**src/rtl/hello_msg_sequencer.sv**
```systemverilog
// Streams a fixed ASCII "Hello World\r\n" message over a valid/ready byte link on each trigger pulse.
// Optional feature HELLO_SEQ_COUNT_EN appends " XX" (hex message counter) before CR/LF.
module hello_msg_sequencer #(
   parameter int GAP_CYCLES = 0
) (
   input  logic       clk,
   input  logic       reset_n,
   input  logic       i_trigger,
   output logic [7:0] o_data,
   output logic       o_valid,
   input  logic       i_ready,
   output logic       o_busy,
   output logic       o_overrun
);

`ifdef HELLO_SEQ_COUNT_EN
   localparam int MSG_LEN = 16;
`else
   localparam int MSG_LEN = 13;
`endif
   localparam int IDX_W = $clog2(MSG_LEN);
   localparam int GAP_W = (GAP_CYCLES > 1) ? $clog2(GAP_CYCLES) : 1;
   localparam logic [IDX_W-1:0] LAST_IDX = IDX_W'(MSG_LEN - 1);
   localparam logic [GAP_W-1:0] GAP_LOAD = GAP_W'((GAP_CYCLES > 0) ? GAP_CYCLES - 1 : 0);

   typedef enum logic [1:0] {
      IDLE = 2'd0,
      SEND = 2'd1,
      GAP  = 2'd2
   } state_t;

   state_t           state;
   logic [IDX_W-1:0] idx;
   logic [GAP_W-1:0] gap_cnt;

`ifdef HELLO_SEQ_COUNT_EN
   logic [7:0] msg_cnt;
   logic [7:0] cnt_lat;

   function automatic logic [7:0] hex_char(input logic [3:0] n);
      return (n < 4'd10) ? (8'h30 + {4'h0, n}) : (8'h37 + {4'h0, n});
   endfunction

   // Byte 0 never depends on the count, so reading cnt_lat before it is latched is harmless.
   function automatic logic [7:0] msg_byte(input logic [IDX_W-1:0] i);
      case (i)
         4'd0:    return 8'h48;
         4'd1:    return 8'h65;
         4'd2:    return 8'h6C;
         4'd3:    return 8'h6C;
         4'd4:    return 8'h6F;
         4'd5:    return 8'h20;
         4'd6:    return 8'h57;
         4'd7:    return 8'h6F;
         4'd8:    return 8'h72;
         4'd9:    return 8'h6C;
         4'd10:   return 8'h64;
         4'd11:   return 8'h20;
         4'd12:   return hex_char(cnt_lat[7:4]);
         4'd13:   return hex_char(cnt_lat[3:0]);
         4'd14:   return 8'h0D;
         default: return 8'h0A;
      endcase
   endfunction
`else
   function automatic logic [7:0] msg_byte(input logic [IDX_W-1:0] i);
      case (i)
         4'd0:    return 8'h48;
         4'd1:    return 8'h65;
         4'd2:    return 8'h6C;
         4'd3:    return 8'h6C;
         4'd4:    return 8'h6F;
         4'd5:    return 8'h20;
         4'd6:    return 8'h57;
         4'd7:    return 8'h6F;
         4'd8:    return 8'h72;
         4'd9:    return 8'h6C;
         4'd10:   return 8'h64;
         4'd11:   return 8'h0D;
         4'd12:   return 8'h0A;
         default: return 8'h00;
      endcase
   endfunction
`endif

   always_ff @(posedge clk or negedge reset_n) begin
      if (!reset_n) begin
         state     <= IDLE;
         idx       <= '0;
         gap_cnt   <= '0;
         o_valid   <= 1'b0;
         o_data    <= 8'h00;
         o_busy    <= 1'b0;
         o_overrun <= 1'b0;
`ifdef HELLO_SEQ_COUNT_EN
         msg_cnt   <= 8'h00;
         cnt_lat   <= 8'h00;
`endif
      end else begin
         // A trigger is only accepted from IDLE; any other trigger is an overrun.
         if (i_trigger && (state != IDLE))
            o_overrun <= 1'b1;

         case (state)
            IDLE: begin
               if (i_trigger) begin
                  state   <= SEND;
                  idx     <= '0;
                  o_valid <= 1'b1;
                  o_busy  <= 1'b1;
                  o_data  <= msg_byte('0);
`ifdef HELLO_SEQ_COUNT_EN
                  cnt_lat <= msg_cnt;
`endif
               end
            end

            SEND: begin
               if (i_ready) begin
                  if (idx == LAST_IDX) begin
                     state   <= IDLE;
                     o_valid <= 1'b0;
                     o_busy  <= 1'b0;
`ifdef HELLO_SEQ_COUNT_EN
                     msg_cnt <= msg_cnt + 8'd1;
`endif
                  end else begin
                     idx    <= idx + 1'b1;
                     o_data <= msg_byte(idx + 1'b1);
                     if (GAP_CYCLES > 0) begin
                        state   <= GAP;
                        o_valid <= 1'b0;
                        gap_cnt <= GAP_LOAD;
                     end
                  end
               end
            end

            GAP: begin
               if (gap_cnt == '0) begin
                  state   <= SEND;
                  o_valid <= 1'b1;
               end else begin
                  gap_cnt <= gap_cnt - 1'b1;
               end
            end

            default: begin
               state   <= IDLE;
               o_valid <= 1'b0;
               o_busy  <= 1'b0;
            end
         endcase
      end
   end

endmodule

```
**config.mk**
```make
export PLATFORM = sky130hd
export DESIGN_NAME = hello_msg_sequencer
export DESIGN_NICKNAME = d
export VERILOG_FILES = /design/src/rtl/hello_msg_sequencer.sv
export SDC_FILE = /design/constraint.sdc
export NUM_CORES = 1
export LEC_CHECK = 0
export BUFFER_PORTS_ARGS = -buffer_cell sky130_fd_sc_hd__buf_2
export CORE_AREA = 4 4 44 54
export CTS_BUF_LIST = sky130_fd_sc_hd__clkbuf_8 sky130_fd_sc_hd__clkbuf_16
export CTS_CLUSTER_DIAMETER = 60
export DETAILED_ROUTE_END_ITERATION = 8
export DIE_AREA = 0 0 48 58
export PLACE_DENSITY = 0.69
export SETUP_SLACK_MARGIN = 0.2
export SYNTH_ARGS = -nofsm -noshare
export SYNTH_HDL_FRONTEND = slang
export SYNTH_SLANG_ARGS = --single-unit
export TNS_END_PERCENT = 100
```
**constraint.sdc**
```tcl
create_clock -name clk -period 1.9 [get_ports clk]
set_input_delay 0.095 -clock clk [delete_from_list [all_inputs] [get_ports clk]]
set_output_delay 0.095 -clock clk [all_outputs]
set_load 0.01 [all_outputs]
```
==> impl_metrics.env <==
export IMPL_synthCells=87
export IMPL_die_area_mm2=0.00278
export IMPL_port_buffers=13
export IMPL_cts_root_buf="clkbuf_8"
export IMPL_n_fill_cell=140
export IMPL_htreeDepth=1
export IMPL_clkSlewWorstSetupHoldPaths_ns=0.05
export IMPL_finalClockSkew_ns=0.00285
export IMPL_worstSetupPathType="reg -> reg"
export IMPL_leakage_uw=0.000535
export IMPL_endpoint_kind="register"
export IMPL_ant_nets=0
export IMPL_drive_gt1_frac=0.372
export IMPL_holdPathStages=2
export IMPL_synth_edf_count=0
export IMPL_dp_hpwl_um=1210
export IMPL_routed_wl_um=1880
export IMPL_finalSetupViolations=0
export IMPL_cts_buffers=3
export IMPL_initial_core_util=0.469
export IMPL_netlist_area_um2=858
export IMPL_clk_path_buf_depth=2
export IMPL_synth_common_cells="dfrtp_1, nand2_1, ha_1"
export IMPL_fin_tns_setup_ns=0
export IMPL_yosysUniqueCellTypes=30
export IMPL_fp_dieW_um=48
export IMPL_p_per_area_mw_per_mm2=1720
export IMPL_final_core_util=0.620
export IMPL_area_growth_pct=32.1
export IMPL_min_period_over_period=0.876
export IMPL_grt_pass1_wl_um=2820
export IMPL_core_area_mm2=0.00183
export IMPL_die_h_um=58
export IMPL_antennaDiodeCount=0
export IMPL_antenna_found_initial=0
export IMPL_synth_async_reset_ratio=1.00
export IMPL_synth_main_ff_cell="dfrtp_1"
export IMPL_total_power_uw=1950
export IMPL_worst_skew_pair_late_latency_ns=0.25
export IMPL_fin_crit_ns=1.66
export IMPL_crit_fanout=5
export IMPL_grt_max_degree=14
export IMPL_slew_viol_final=0
export IMPL_synth_seq_cells=13
export IMPL_required_ns=2.03
export IMPL_netlist_area_leader_share=0.379
export IMPL_ir_drop_v=0.000777
export IMPL_synth_top_area_cell="dfrtp_1"
export IMPL_worstRegToRegCells=5
export IMPL_wl_per_cell_um=14.3
export IMPL_via_per_inst=5.20
export IMPL_hold_viol=0
export IMPL_rsz0062_at_grt="true"
export IMPL_multi_input_area_um2=549
export IMPL_drt_pass1_iterations=4
export IMPL_yosysMostFrequentCell="dfrtp_1"
export IMPL_regArea_um2=328
export IMPL_hold_slack_ns=0.0971
export IMPL_track_usage=0.149
export IMPL_synth_area_top_cells="dfrtp_1, ha_1, mux2i_1, nand2_1, o21ai_0"
export IMPL_crit_path_start_kind="register"
export IMPL_synth_area_per_cell_um2=9.87
export IMPL_fmax_mhz=601
export IMPL_yosysWarnings=0
export IMPL_rows=17
export IMPL_status="finished clean"
export IMPL_layout_nets=128
export IMPL_vias=686
export IMPL_drt_iter0_markers=5
export IMPL_hold_path_class="in -> reg"
export IMPL_syn_nets=101
export IMPL_arrival_ns=1.80
export IMPL_drc_errors=0
export IMPL_synth_seq_area_share=0.379
export IMPL_overflow=0
export IMPL_grt_pass1_vias=625
export IMPL_ioPinCount=15
export IMPL_clock_sinks=13
export IMPL_cts_tree="done"
export IMPL_drv_cap=0
export IMPL_gp_congestion=0.785
## cell usage in the layout (no fill, tap or decap), types with 3 or more instances in the layout
cell type and count:
a21oi_1 3, buf_2 13, buf_4 11, clkbuf_8 3
dfrtp_1 11, ha_1 8, inv_1 4, mux2i_1 5
nand2_1 12, nor2_1 3, o21ai_0 7
## sequential cells by signal, summed over array words and instances (netlist names)
name,count
o_data,7
idx,4
o_overrun,1
o_valid,1
## final timing paths
kind                                               to                  start  slack [ns]
max in group asynchronous          idx[1]$_DFFE_PN0P_                reset_n        1.40
worst min-delay path            o_overrun$_DFFE_PN0P_              i_trigger         0.1
worst max register to register  o_data[0]$_DFFE_PN0P_     idx[1]$_DFFE_PN0P_        0.24
worst min register to register  o_overrun$_DFFE_PN0P_  o_overrun$_DFFE_PN0P_        0.45
min in group asynchronous       o_data[4]$_DFFE_PN0P_                reset_n        0.25
worst max-delay path            o_data[0]$_DFFE_PN0P_     idx[1]$_DFFE_PN0P_        0.24
## routing by layer
metal | GRT usage | up-vias | wire (um)
li1 | - | 347 | -
met1 | 0.158 | 319 | 798
met2 | 0.244 | 15 | 945
met3 | 0.0373 | 5 | 81
met4 | 0.104 | 0 | 55
met5 | 0 | - | 0
## repair_timing
action	CTS	global route
pin swaps	1	1
resized for setup	7	6
endpoints found under the hold margin	13	0
setup endpoints to repair	8	5
setup buffers	3	5
hold buffers	1	0
## power breakdown
part	total, uW	switching, uW	internal [uW]
logic	1160	564	598
registers	537	139	398
clock network	248	104	143
total	1950	807	1140
## critical path, cell delays in order (launching register included)
cell and delay (ns):
dfrtp_2 0.42, buf_4 0.14, nand3_4 0.12, xnor2_4 0.23
mux2_4 0.32, a221o_1 0.31
## cell families after synthesis
logic type,after synthesis,share of synthesized area
buffers and inverters,9,0.0568
flip-flops,13,0.379
AND/OR/NAND/NOR,27,0.160
AO/OA/AOI/OAI,19,0.149
other,1,0.00437
adder cells (fa/ha/maj),10,0.146
multiplexers,6,0.0758
XOR/XNOR,2,0.0292
## area by class of cell
cell class | count | area share
Multi-Input combinational cell | 65 | 0.485
Sequential cell | 13 | 0.289
Timing Repair Buffer | 26 | 0.149
Clock buffer | 3 | 0.0364
Tap cell | 19 | 0.0210
Inverter | 5 | 0.0166
Clock inverter | 1 | 0.00331
## metrics by stage
stage,instance area [um2],setup WS [ns],instances
final,1130,0.237,132
after global routing,1130,0.180,132
after CTS,1050,0.180,127
after detailed placement,951,0.0527,119
after global placement,951,0.113,119
after floorplan,863,0.205,87
Power figures use the tool's default switching activity.
